$ cat src/rtl/clock_pkg.sv
// Shared definitions for the time-setting controller.
//   state_t      : controller states (run, three edit fields, commit)
//   field_t      : display field codes driven on o_field
//   HOUR_MAX     : largest legal hour value
//   MIN_SEC_MAX  : largest legal minute / second value
//   field_of()   : field code shown while in a given state
//   is_set()     : true in the three edit states
package clock_pkg;

    typedef enum logic [2:0] {
        ST_RUN      = 3'd0,
        ST_SET_HOUR = 3'd1,
        ST_SET_MIN  = 3'd2,
        ST_SET_SEC  = 3'd3,
        ST_COMMIT   = 3'd4
    } state_t;

    typedef enum logic [1:0] {
        FIELD_NONE = 2'd0,
        FIELD_HOUR = 2'd1,
        FIELD_MIN  = 2'd2,
        FIELD_SEC  = 2'd3
    } field_t;

    localparam int HOUR_MAX    = 23;
    localparam int MIN_SEC_MAX = 59;

    function automatic field_t field_of(input state_t s);
        case (s)
            ST_SET_HOUR: return FIELD_HOUR;
            ST_SET_MIN:  return FIELD_MIN;
            ST_SET_SEC:  return FIELD_SEC;
            default:     return FIELD_NONE;
        endcase
    endfunction

    function automatic logic is_set(input state_t s);
        return (s == ST_SET_HOUR) || (s == ST_SET_MIN) || (s == ST_SET_SEC);
    endfunction

endpackage

$ cat src/rtl/wrap_adj.sv
// One editable time field with wrap-around increment / decrement.
//   clk, reset   : clock, synchronous active-low reset (value clears to 0)
//   i_capture    : load i_cap_val this cycle (takes priority over inc/dec)
//   i_cap_val    : value to capture
//   i_inc, i_dec : step up / down; both together means no change
//   o_val        : registered field value, always within 0..P_MAX after an adjust
module wrap_adj #(
    parameter int P_W   = 6,
    parameter int P_MAX = 59
) (
    input  logic           clk,
    input  logic           reset,
    input  logic           i_capture,
    input  logic [P_W-1:0] i_cap_val,
    input  logic           i_inc,
    input  logic           i_dec,
    output logic [P_W-1:0] o_val
);

    localparam logic [P_W-1:0] MAX_V = P_W'(P_MAX);
    localparam logic [P_W-1:0] ONE_V = P_W'(1);

    logic [P_W-1:0] val_q;
    logic [P_W-1:0] val_d;

    // Out-of-range values (possible only via capture) fold back into range
    // on the first adjust: inc goes to 0, dec goes to the maximum.
    always_comb begin
        val_d = val_q;
        if (i_capture) begin
            val_d = i_cap_val;
        end else if (i_inc && !i_dec) begin
            val_d = (val_q >= MAX_V) ? '0 : val_q + ONE_V;
        end else if (i_dec && !i_inc) begin
            val_d = ((val_q == '0) || (val_q > MAX_V)) ? MAX_V : val_q - ONE_V;
        end
    end

    always_ff @(posedge clk) begin
        if (!reset) begin
            val_q <= '0;
        end else begin
            val_q <= val_d;
        end
    end

    assign o_val = val_q;

endmodule

$ cat src/rtl/time_set_ctrl.sv
// Run / time-setting sequencer for the sec-min-hour counter chain.
//   clk, reset        : clock, synchronous active-low reset
//   i_one_sec_tick    : one-second pulse from the tick generator
//   mode_btn          : enter setting / next field / commit
//   inc_btn, dec_btn  : adjust the selected field
//   cur_sec/min/hour  : live time from the counter chain
//   o_run_tick        : tick passed to the counter chain (RUN only)
//   o_load            : one-cycle load strobe with the edited time
//   o_sec/min/hour    : edit registers (load value and display value)
//   o_setting         : high in the edit states
//   o_field           : 0 none, 1 hour, 2 min, 3 sec
//   o_blink           : blink phase for the selected field
//
// state       | meaning
// ------------+------------------------------------------------------
// ST_RUN      | counter chain runs, edit regs follow cur_*
// ST_SET_HOUR | chain frozen, editing hours
// ST_SET_MIN  | chain frozen, editing minutes
// ST_SET_SEC  | chain frozen, editing seconds
// ST_COMMIT   | single cycle: o_load pushes edited time to the chain
module time_set_ctrl
    import clock_pkg::*;
#(
    parameter int P_SEC_BIT  = 6,
    parameter int P_MIN_BIT  = 6,
    parameter int P_HOUR_BIT = 5,
    parameter int P_TIMEOUT  = 30
) (
    input  logic                  clk,
    input  logic                  reset,
    input  logic                  i_one_sec_tick,
    input  logic                  mode_btn,
    input  logic                  inc_btn,
    input  logic                  dec_btn,
    input  logic [P_SEC_BIT-1:0]  cur_sec,
    input  logic [P_MIN_BIT-1:0]  cur_min,
    input  logic [P_HOUR_BIT-1:0] cur_hour,
    output logic                  o_run_tick,
    output logic                  o_load,
    output logic [P_SEC_BIT-1:0]  o_sec,
    output logic [P_MIN_BIT-1:0]  o_min,
    output logic [P_HOUR_BIT-1:0] o_hour,
    output logic                  o_setting,
    output logic [1:0]            o_field,
    output logic                  o_blink
);

    localparam int              CNT_W   = $clog2(P_TIMEOUT + 1);
    localparam logic [CNT_W-1:0] TO_LAST = CNT_W'(P_TIMEOUT - 1);
    localparam logic [CNT_W-1:0] CNT_ONE = CNT_W'(1);

    state_t           state_q, state_d;
    logic [CNT_W-1:0] cnt_q, cnt_d;
    logic             blink_q, blink_d;

    logic in_set;
    logic any_btn;
    logic timeout_hit;
    logic adj_ok;
    logic capture;

    assign in_set  = is_set(state_q);
    assign any_btn = mode_btn | inc_btn | dec_btn;
    // A button in the same cycle as the final tick keeps the edit alive.
    assign timeout_hit = in_set && i_one_sec_tick && !any_btn && (cnt_q == TO_LAST);
    // mode wins over a simultaneous inc/dec.
    assign adj_ok  = in_set && !mode_btn;
    // Edit regs mirror the chain while running, so display needs no mux.
    assign capture = (state_q == ST_RUN);

    // State register and timer / blink flops
    always_ff @(posedge clk) begin
        if (!reset) begin
            state_q <= ST_RUN;
            cnt_q   <= '0;
            blink_q <= 1'b0;
        end else begin
            state_q <= state_d;
            cnt_q   <= cnt_d;
            blink_q <= blink_d;
        end
    end

    // Next-state logic
    always_comb begin
        state_d = state_q;
        case (state_q)
            ST_RUN: begin
                if (mode_btn) state_d = ST_SET_HOUR;
            end
            ST_SET_HOUR: begin
                if (mode_btn)         state_d = ST_SET_MIN;
                else if (timeout_hit) state_d = ST_RUN;
            end
            ST_SET_MIN: begin
                if (mode_btn)         state_d = ST_SET_SEC;
                else if (timeout_hit) state_d = ST_RUN;
            end
            ST_SET_SEC: begin
                if (mode_btn)         state_d = ST_COMMIT;
                else if (timeout_hit) state_d = ST_RUN;
            end
            ST_COMMIT: state_d = ST_RUN;
            default:   state_d = ST_RUN;
        endcase
    end

    // Inactivity timer and blink phase
    always_comb begin
        cnt_d = '0;
        if (in_set) begin
            if (any_btn)              cnt_d = '0;
            else if (timeout_hit)     cnt_d = '0;
            else if (i_one_sec_tick)  cnt_d = cnt_q + CNT_ONE;
            else                      cnt_d = cnt_q;
        end

        blink_d = blink_q;
        if (!is_set(state_d))                  blink_d = 1'b0;
        else if (in_set && (inc_btn | dec_btn)) blink_d = 1'b1;
        else if (in_set && i_one_sec_tick)      blink_d = ~blink_q;
    end

    // Output logic
    always_comb begin
        o_run_tick = (state_q == ST_RUN) && i_one_sec_tick;
        o_load     = (state_q == ST_COMMIT);
        o_setting  = in_set;
        o_field    = field_of(state_q);
        o_blink    = blink_q;
    end

    wrap_adj #(.P_W(P_HOUR_BIT), .P_MAX(HOUR_MAX)) u_hour (
        .clk       (clk),
        .reset     (reset),
        .i_capture (capture),
        .i_cap_val (cur_hour),
        .i_inc     (adj_ok && (state_q == ST_SET_HOUR) && inc_btn),
        .i_dec     (adj_ok && (state_q == ST_SET_HOUR) && dec_btn),
        .o_val     (o_hour)
    );

    wrap_adj #(.P_W(P_MIN_BIT), .P_MAX(MIN_SEC_MAX)) u_min (
        .clk       (clk),
        .reset     (reset),
        .i_capture (capture),
        .i_cap_val (cur_min),
        .i_inc     (adj_ok && (state_q == ST_SET_MIN) && inc_btn),
        .i_dec     (adj_ok && (state_q == ST_SET_MIN) && dec_btn),
        .o_val     (o_min)
    );

    wrap_adj #(.P_W(P_SEC_BIT), .P_MAX(MIN_SEC_MAX)) u_sec (
        .clk       (clk),
        .reset     (reset),
        .i_capture (capture),
        .i_cap_val (cur_sec),
        .i_inc     (adj_ok && (state_q == ST_SET_SEC) && inc_btn),
        .i_dec     (adj_ok && (state_q == ST_SET_SEC) && dec_btn),
        .o_val     (o_sec)
    );

endmodule

$ cat config.mk
export PLATFORM = sky130hd
export DESIGN_NAME = time_set_ctrl
export DESIGN_NICKNAME = d
export VERILOG_FILES = /design/src/rtl/clock_pkg.sv /design/src/rtl/wrap_adj.sv /design/src/rtl/time_set_ctrl.sv
export SDC_FILE = /design/constraint.sdc
export NUM_CORES = 1
export LEC_CHECK = 0
export CAP_MARGIN = 40
export CORE_AREA = 4 4 74 76
export CTS_BUF_LIST = sky130_fd_sc_hd__clkbuf_16
export CTS_CLUSTER_SIZE = 24
export DETAILED_ROUTE_END_ITERATION = 16
export DIE_AREA = 0 0 78 80
export PLACE_DENSITY = 0.73
export SLEW_MARGIN = 20
export SYNTH_ARGS = -nofsm -noshare
export SYNTH_HDL_FRONTEND = slang
export SYNTH_SLANG_ARGS = --single-unit
$ cat constraint.sdc
create_clock -name clk -period 2.4 [get_ports clk]
set_input_delay 0.6 -clock clk [delete_from_list [all_inputs] [get_ports clk]]
set_output_delay 0.6 -clock clk [all_outputs]
set_load 0.02 [all_outputs]
# Yosys cells after proc, flatten, opt, wreduce, memory -nomap -nowiden
# Cells that the tools add are included.
totals:
  output_inout_bits: 23
  wordCells: 103
  regBits: 26
  inputBits: 23
classes:
  eq_ne: 8
  addsub: 7
  muxes: 24
  n_lt_le_gt_ge: 6
  bitwise: 6
  n_reduce_logical: 46
op_table:
  columns: ["cell", "count"]
  rows:
  - ["$mux W6", 10]
  - ["$mux W5", 5]
  - ["$logic_and A1 B1 Y1", 21]
  - ["$mux W3", 5]
  - ["$add A6 B1 Y6 const B", 2]
  - ["$eq A3 B2 Y1 const B", 4]
  - ["$ge A6 B6 Y1 const B", 2]
  - ["$gt A6 B6 Y1 const B", 2]
  - ["$logic_not A6 Y1", 2]
  - ["$pmux W3 S4", 1]
  - ["$sub A6 B1 Y6 const B", 2]
  - ["$add A5 B1 Y5 const B", 2]
  - ["$reduce_bool A3 Y1", 3]
  - ["$logic_not A1 Y1", 8]
  - ["$logic_or A1 B1 Y1", 7]
  - ["$eq A3 B1 Y1 const B", 2]
  - ["$pmux W2 S3", 1]
  - ["$eq A5 B5 Y1 const B", 1]
  - ["$ge A5 B5 Y1 const B", 1]
  - ["$gt A5 B5 Y1 const B", 1]
  - ["$logic_not A5 Y1", 1]
  - ["$sub A5 B1 Y5 const B", 1]
  - ["$reduce_or A4 Y1", 1]
  - ["$eq A3 B3 Y1 const B", 1]
  - ["6 further kinds", 11]

# Longest topological paths before layout
# Gate-level depths: netlist of run 1.
logic_depth:
  depth_word: 13
  mapped_depth: 7
  mapped_depth_nobuf: 7

# Modules after synthesis
# From an unflattened synthesis of run 1, not the netlist that was laid out.
unflattened:
  cells_unflattened: 318
  area_unflattened_um2: 2552.4
by_module_without_submodules:
  columns: ["module", "area_per_inst_um2", "cells_each", "seq_area_each_um2", "instances"]
  rows:
  - ["wrap_adj (u_min ...)", 701.9, 90, 120.1, 2]
  - ["time_set_ctrl", 605.6, 68, 180.2, 1]
  - ["wrap_adj (u_hour)", 543.0, 70, 100.1, 1]

# Least setup slack after synthesis of run 1
# OpenSTA, ideal clock, no wires.
synth_path:
  kind: "input-to-reg"
  startpoint: "input port mode_btn"
  endpoint: "register u_min.val_q[2] (netlist: u_min.o_val[2])"
  t_arrival_ns: 2.293
  setup_time_ns: 0.074
  n_path_buf: 1
  cell_stages: 6
  required_time_ns: 2.326
  setup_slack_ns: 0.032
  path_cell_list: "or4b_1 clkbuf_2 or2_1 or3_1 a311o_1 a31oi_1"
synth_between:
  elab_chain_len: 8
  elab_cells_between_ends: 12
  classes_between: "2 x mux; 10 x reduce/logical"
synth_lines:
  columns: ["item", "line", "rtl"]
  rows:
  - ["start: declaration", "time_set_ctrl.sv:32", "input logic mode_btn,"]
  - ["$logic_not A1 Y1 (*)", "time_set_ctrl.sv:67", "assign adj_ok = in_set && !mode_btn;"]
  - ["$logic_and A1 B1 Y1 (*)", "time_set_ctrl.sv:67", null]
  - ["$logic_and A1 B1 Y1 (*)", "time_set_ctrl.sv:148, time_set_ctrl.sv:149", null]
  - ["$logic_and A1 B1 Y1", "time_set_ctrl.sv:149", ".i_dec (adj_ok && (state_q == ST_SET_MIN) && dec_btn),"]
  - ["$logic_not A1 Y1", "wrap_adj.sv:32", "end else if (i_inc && !i_dec) begin"]
  - ["$logic_and A1 B1 Y1", "wrap_adj.sv:32", null]
  - ["$mux W6", "wrap_adj.sv:32", null]
  - ["$mux W6", "wrap_adj.sv:30", "if (i_capture) begin"]
  - ["end signal: assignment", "wrap_adj.sv:43", "val_q <= val_d;"]
  - ["end: declaration", "wrap_adj.sv:23", "logic [P_W-1:0] val_q;"]
# Mark *: on every way between the ends. The rest lies on a longest branch, timed or not.
# A chain may end at the register's enable or synchronous reset.

# Worst setup path in the final report of run 1
layout_path:
  startpoint: "register state_q[1]"
  endpoint: "output port o_setting"
layout_between:
  elab_chain_len: 3
  elab_cells_between_ends: 5
  classes_between: "3 x eq/ne; 2 x reduce/logical"
layout_lines:
  columns: ["item", "line", "rtl"]
  rows:
  - ["start: declaration", "time_set_ctrl.sv:52", "state_t state_q, state_d;"]
  - ["start signal: assignment", "time_set_ctrl.sv:78", "state_q <= state_d;"]
  - ["$eq A3 B1 Y1 or $eq A3 B2 Y1 (tied branches)", "clock_pkg.sv:38", "return (s == ST_SET_HOUR) || (s == ST_SET_MIN) || (s == ST_SET_SEC);"]
  - ["$logic_or A1 B1 Y1", "clock_pkg.sv:38", null]
  - ["$logic_or A1 B1 Y1 (*)", "clock_pkg.sv:38", null]
  - ["end: declaration", "time_set_ctrl.sv:43", "output logic o_setting,"]
# Marked as above.

==> results of run 1 <==
==> worst max-delay path, delay by kind of cell (launching register included) <==
kind	cells	cell delay [ns]
buffers and inverters	1	0.64
DFF	1	0.48
and+or+nand+nor	2	0.29
==> report_power, final <==
part	internal (mW)	switching [mW]
registers	0.483	0.118
clock network	0.332	0.159
logic	0.378	0.380
total	1.19	0.658
==> repair_timing <==
action | in CTS | in global routing
gates resized for setup | 3 | 7
endpoints found under the setup margin | 4 | 14
hold buffers | 0 | 0
pin swaps | 2 | 7
==> layout by cell type (no fill, tap or decap), types with 4 or more instances in the layout <==
cell	instances
dfxtp_1	26
and3_1	5
a21oi_1	16
buf_4	26
xnor2_1	8
nand3_1	12
nor2_1	23
o31ai_1	4
a31oi_1	11
nor3_1	9
o22ai_1	4
inv_1	9
nand2_1	31
and2_1	4
nand4_1	5
o21a_1	4
ha_1	10
o21ai_0	27
xor2_1	6
or3_1	4
o211ai_1	4
clkdlybuf4s50_1	41
nand2b_1	7
nor2b_1	4
nor4_1	4
==> synth_stat cells, drive strengths merged (4+ instances only) <==
library cell	count
or3	4
o21ai	27
dfxtp	26
nand3	12
ha	10
and3	5
xnor2	8
o21a	4
o22ai	4
nor2b	4
and2	4
nand2b	7
a21oi	16
nand4	5
a31oi	11
nand2	31
xor2	6
inv	9
clkbuf	26
o31ai	4
o211ai	4
nor4	5
nor2	23
nor3	10
==> sequential cells by signal (all words and copies together), names as in the netlist <==
| register | cells |
|---|---|
| o_blink | 1 |
| u_min.o_val | 6 |
| u_hour.o_val | 5 |
| u_sec.o_val | 6 |
| cnt_q | 5 |
| state_q | 3 |
==> per-stage QoR <==
step	cells	utilization, %
after detailed placement	416	59.23
final	420	62.25
after floorplan	303	-
after global routing	420	62.25
after global placement	416	59.23
after CTS	420	61.62
==> how the worst max path moves through the flow <==
stage | to | slack [ns] | depth (start not counted)
detailed placement | u_min.o_val[2] | -0.43 | 6
finish | o_setting | 0.12 | 3
CTS | u_min.o_val[5] | 0.002 | 7
floorplan | u_min.o_val[2] | 0.03 | 6
global placement | u_min.o_val[2] | -0.41 | 6
global route | o_setting | 0.02 | 3
==> cells by family after synthesis <==
family,synth area share [%]
AO/OA/AOI/OAI,28.63
XOR/XNOR,5.691
buffers and inverters,6.155
multiplexers,0.9292
AND/OR/NAND/NOR,28.63
flip-flops,24.16
adder cells (fa/ha/maj),5.807
==> area by class of cell <==
class / instances / area [um^2] / area share (%)
Multi-Input combinational cell: 242 / 1534 / 52.17
Timing Repair Buffer: 72 / 663.1 / 22.55
Sequential cell: 26 / 520.5 / 17.70
Tap cell: 67 / 83.83 / 2.851
Clock buffer: 3 / 75.07 / 2.553
Inverter: 9 / 33.78 / 1.149
Clock inverter: 1 / 30.03 / 1.021
==> layer usage <==
layer  vias up  part of all wire, %  track usage [%]
met1      1132                   46            23.70
met5         -                    0                0
met3         4                  5.9            3.725
li1       1211                    -                -
met2        69                   48            32.11
met4         0                 0.51            3.671
==> flow_summary_export.csv, run 1 <==
group,metric,value,unit
final_layout,drive_gt1_share,10.48,%
pwr,ir_worst_vdd,0.4693,mV
clocking,cts.clk_slew.worst_paths,0.07,ns
pwr,power_density,629.6,nW/um^2
logic_synthesis,postSynthCellCount,303,
logic_synthesis,synth_area_leaders,"dfxtp_1 24%, o21ai_0 6.3%, ha_1 5.8%, nand2_1 5.4%, clkbuf_1 4.4%",
worst_setup_path,r2r_setup_slack,0.43,ns
job,maxCapViolations,0,
worst_setup_path,path_class,"flip-flop to output pin",
sta,finalHoldViolations,0,
final_layout,fill_cells,414,
worst_setup_path,endpoint_kind,"output pin",
logic_synthesis,yosysSeqAreaShare,24.16,%
worst_setup_path,r2r-end,"u_min.o_val[2]",
logic_synthesis,ys_ff_latch,26,
worst_setup_path,cp_data_required_time,1.80,ns
die,fp.dieH,80,um
sta,finalMaxSlewViolations,0,
placed_design,dpl.hpwl,4.268,mm
placed_design,place_ws,-0.4336,ns
global_routing,grt_pass1_wl,9.660,mm
logic_synthesis,synthArstFlopShare,0,%
status,status,"complete, no violations",
pwr,total_power,1.851,mW
logic_synthesis,syn_area,2155,um^2
die,fp.dieW,78,um
logic_synthesis,syn_avg_cell_area,7.111,um^2
global_routing,antenna_found_initial,0,
die,initial_core_util,45.62,%
sta,relSlewSlack,63.63,%
final_layout,area_delta_synth_final,36.47,%
route,avgViaCountPerCell,5.752,
sta,holdWs,0.5139,ns
die,rows,25,
logic_synthesis,synth_edf_count,0,
die,io_pins,46,
worst_setup_path,cp_max_fo,8,
placed_design,placed_area,2798,um^2
clocking,cts_root_buf,"clkbuf_16",
route,drt-total-wl,5.903,mm
global_routing,overflow,0,
worst_setup_path,worst-r2r-cell-count,5,
hold_path,hold_path_end,"cnt_q[1]",
worst_setup_path,path_cells,"nor2_1 > nor2_1 > clkdlybuf4s50_1",
worst_setup_path,crit_arrival,1.68,ns
final_layout,design_area,2940,um^2
placed_design,routabilityCongestion,0.9247,
clocking,cts_post_setup_buffers_inserted,0,
die,die-area,6240,um^2
clocking,htreeDepth,1,
sta,worst_slack,0.1166,ns
hold_path,hold_class,"flip-flop to flip-flop",
logic_synthesis,synth_top_cell_by_area,"dfxtp_1",
logic_synthesis,synth_top_area_share,24.16,%
final_layout,nNetsFinal,387,
worst_setup_path,cp-startpoint,"state_q[1]",
sta,skew,0.006331,ns
worst_setup_path,crit_top_cell,"nor2_1",
sta,finalCritPeriodShare,95.14,%
sta,tightest_slew,0.5398,ns
logic_synthesis,ys_warn_count,0,
pwr,p_leak,1.113,nW
logic_synthesis,ys.flop_type,"dfxtp_1",
route,ant_nets,0,
route,avgRoutedWirePerCell,14.05,um
global_routing,grt_pass1_vias,2156,
hold_path,hp-start,"cnt_q[1]",
placed_design,io_buffers,45,
logic_synthesis,synth_cell_type_count,48,
route,vias,2416,
worst_setup_path,start_kind,"flip-flop",
global_routing,grt_usage,18.48,%
final_layout,antennaDiodeCount,0,
global_routing,grt_max_degree,22,
route,drcViolationCount,0,
sta,fin_setup_tns,0,ns
clocking,clk_latency,0.26,ns
clocking,clk_path_buf_depth,2,
logic_synthesis,synth_nets,336,
worst_setup_path,reg2reg_from,"state_q[2]",
worst_setup_path,critPathSlowestCell,"clkdlybuf4s50_1",
sta,timing.fmax,438.0,MHz
sta,grt_setup_unrepaired,"false",
clocking,cts_inserted_buffers,3,
sta,min_period,2.283,ns
route,drtIter0Drc,193,
clocking,cts.sinks,26,
worst_setup_path,cp_slowest_stage_delay,0.64,ns
sta,setup_viol,0,
hold_path,hold_depth,2,
die,core,4723,um^2
clocking,cts_tree,"done",
route,dr.pass1.iters,4,
(Power assumes the default switching activity.)
==> run 2, diff against run 1 <==
--- a/config.mk
+++ b/config.mk
@@ -5,12 +5,14 @@
 export SDC_FILE = /design/constraint.sdc
 export NUM_CORES = 1
 export LEC_CHECK = 0
-export CAP_MARGIN = 40
-export CORE_AREA = 4 4 74 76
+export CELL_PAD_IN_SITES_DETAIL_PLACEMENT = 1
+export CELL_PAD_IN_SITES_GLOBAL_PLACEMENT = 2
+export CORE_AREA = 4 4 98 100
 export CTS_BUF_LIST = sky130_fd_sc_hd__clkbuf_16
 export CTS_CLUSTER_SIZE = 24
 export DETAILED_ROUTE_END_ITERATION = 16
-export DIE_AREA = 0 0 78 80
+export DIE_AREA = 0 0 102 104
+export HOLD_SLACK_MARGIN = 0.06
 export PLACE_DENSITY = 0.73
 export SLEW_MARGIN = 20
 export SYNTH_ARGS = -nofsm -noshare
==> run 2 against run 1 <==
Via count grew 2.0%. Clock skew down 0.0048 ns. Total power is 2.7% higher. Combinational power is 6.6% higher. Setup slack gained 0.036 ns. Count of clock-buffer cells in the layout unchanged. Largest power group unchanged.
==> flow_summary_export.csv, run 2 (synthesis gave the netlist of run 1 again) <==
group,metric,value,unit
status,status,"complete, no violations",
global_routing,grt_pass1_wl,12.61,mm
worst_setup_path,path_cells,"dlygate4sd2_1 > or4b_4 > or2_4 > or3_1 > a311o_1 > a31oi_1",
global_routing,grt_max_degree,22,
worst_setup_path,endpoint_kind,"flip-flop",
clocking,cts_tree,"done",
sta,finalMaxSlewViolations,0,
worst_setup_path,worstSetupEndpoint,"u_min.o_val[2]",
worst_setup_path,cp-startpoint,"dec_btn",
final_layout,nNetsFinal,391,
pwr,power_switching,0.7027,mW
placed_design,io_buffers,45,
final_layout,final_cell_mix,"40 x clkdlybuf4s50_1, 31 x nand2_1, 30 x buf_4",
route,drcViolationCount,0,
sta,relSlewSlack,63.07,%
worst_setup_path,r2r_setup_slack,0.35,ns
sta,grt_setup_unrepaired,"false",
worst_setup_path,critPathSlowestCell,"or4b_4",
route,drtIter0Drc,85,
route,avgViaCountPerCell,5.299,
worst_setup_path,cp_data_required_time,2.59,ns
sta,timing.fmax,444.9,MHz
die,io_pins,46,
die,core,8678,um^2
worst_setup_path,worst-r2r-cell-count,7,
pwr,total_power,1.901,mW
pwr,power.internal,1.199,mW
worst_setup_path,critical_path_depth,6,
clocking,cts_inserted_buffers,3,
clocking,clk_latency,0.26,ns
sta,fin_setup_tns,0,ns
sta,finalCritPeriodShare,93.65,%
worst_setup_path,reg2reg_from,"u_hour.o_val[0]",
pwr,clkPwrFrac,26.2,%
hold_path,hp-start,"cnt_q[1]",
die,initial_core_util,24.83,%
worst_setup_path,path_class,"input pin to flip-flop",
worst_setup_path,cp_max_fo,2,
sta,finalHoldViolations,0,
pwr,combPwrFrac,42.5,%
clocking,cts_root_buf,"clkbuf_16",
route,ant_nets,0,
worst_setup_path,cp_top_family,"simple AND/OR/NAND/NOR gates",
die,fp.dieH,104,um
clocking,htreeDepth,1,
final_layout,seqCellArea,520.5,um^2
die,die-area,10610,um^2
final_layout,area_delta_synth_final,40.42,%
pwr,power_density,628.4,nW/um^2
clocking,cts_hold_buf,0,
sta,skew,0.001552,ns
final_layout,final_common_cell,"clkdlybuf4s50_1",
worst_setup_path,cp_slowest_stage_delay,0.50,ns
final_layout,fill_cells,1109,
sta,tightest_slew,0.5481,ns
worst_setup_path,r2r-end,"u_hour.o_val[0]",
placed_design,dpl.hpwl,5.358,mm
final_layout,drive_gt1_share,11.48,%
job,maxCapViolations,0,
pwr,p_leak,1.149,nW
route,vias,2464,
die,fp.dieW,102,um
pwr,ir_worst_vdd,0.2187,mV
global_routing,grt_pass1_vias,2527,
sta,setup_viol,0,
final_layout,multi_input_area,1539,um^2
final_layout,antennaDiodeCount,0,
worst_setup_path,start_kind,"input pin",
clocking,cts.clk_slew.worst_paths,0.07,ns
global_routing,overflow,0,
clocking,clk_path_buf_depth,2,
sta,min_period,2.248,ns
global_routing,antenna_found_initial,0,
pwr,pwr-share-seq,31.3,%
die,rows,34,
route,avgRoutedWirePerCell,15.94,um
global_routing,grt_usage,14.11,%
clocking,cts.sinks,26,
route,drt-total-wl,7.411,mm
route,dr.pass1.iters,4,
final_layout,final_util,34.86,%
sta,holdWs,0.5180,ns
worst_setup_path,crit_buf_inv,1,
hold_path,hold_class,"flip-flop to flip-flop",
placed_design,routabilityCongestion,0.7928,
worst_setup_path,crit_arrival,2.44,ns
pwr,switching_share,36.96,%
[run 2: cell types whose count changed in the layout (fill, tap and decap cells not counted)]
cell,before,now
nor4b_2,2,1
or2_4,0,1
clkdlybuf4s50_1,41,40
or2_1,1,0
dlygate4sd2_1,1,2
nor4b_1,0,1
buf_4,26,30
nor4_4,0,1
nor4_2,1,0
[run 2: layer usage]
layer	share of wire, %	track usage (%)	wire length [um]	vias up
met2	47	22.70	3482	42
li1	-	-	-	1219
met4	0.62	2.343	46	0
met3	3.5	1.945	256	4
met1	49	20.17	3625	1199
met5	0	0	0	-
[run 2: cell type report]
cell class                      instances  share of cell area (%)
Multi-Input combinational cell        242                   50.87
Timing Repair Buffer                   76                   22.87
Sequential cell                        26                   17.20
Tap cell                              108                   4.467
Clock buffer                            3                   2.481
Inverter                                9                   1.117
Clock inverter                          1                  0.9926
[run 2: how the worst min path moves through the flow]
stage               slack (ns)       end  cells after the start
detailed placement        0.50  cnt_q[4]                      2
finish                    0.52  cnt_q[1]                      2
CTS                       0.53  cnt_q[1]                      2
floorplan                 0.47  cnt_q[4]                      2
global placement          0.50  cnt_q[1]                      2
global route              0.57  cnt_q[1]                      2
[run 2: timing repair]
| item | CTS | global route |
|---|---|---|
| gates cloned | 0 | 0 |
| pin swaps | 4 | 6 |
| setup buffers | 0 | 1 |
| setup endpoints to repair | 3 | 11 |
| resized for setup | 7 | 5 |
| endpoints found under the hold margin | 0 | 0 |
[run 2: power groups by stage]
| stage | clock network [mW] | logic [mW] | registers, mW |
|---|---|---|---|
| 5_1_grt | 0.535 | 0.891 | 0.614 |
| 3_3_place_gp | 0 | 0.785 | 0.600 |
| 2_1_floorplan | 0 | 0.474 | 0.601 |
| 6_report | 0.498 | 0.808 | 0.595 |
| 4_1_cts | 0.514 | 0.811 | 0.596 |
| 3_5_place_dp | 0 | 0.803 | 0.605 |
[run 2: per-stage QoR]
stage	area [um^2]	instances	setup slack, ns
5_1_grt	3025	465	0.07435
3_5_place_dp	2872	460	-0.4138
6_report	3025	465	0.1523
4_1_cts	2995	464	0.006854
3_3_place_gp	2872	460	-0.3487
2_1_floorplan	2155	303	0.03246
[run 2: worst min-delay path, delay by kind of cell (launching register included)]
kind,cells,cell delay [ns]
simple gates,1,0.09
compound gates,1,0.05
flops,1,0.33
==> run 3, diff against run 2 <==
--- a/config.mk
+++ b/config.mk
@@ -12,6 +12,7 @@
 export CTS_CLUSTER_SIZE = 24
 export DETAILED_ROUTE_END_ITERATION = 16
 export DIE_AREA = 0 0 102 104
+export GPL_ROUTABILITY_DRIVEN = 0
 export HOLD_SLACK_MARGIN = 0.06
 export PLACE_DENSITY = 0.73
 export SLEW_MARGIN = 20
==> results of run 3 <==
No change in the layout: final DEF, timing and power equal those of run 2.
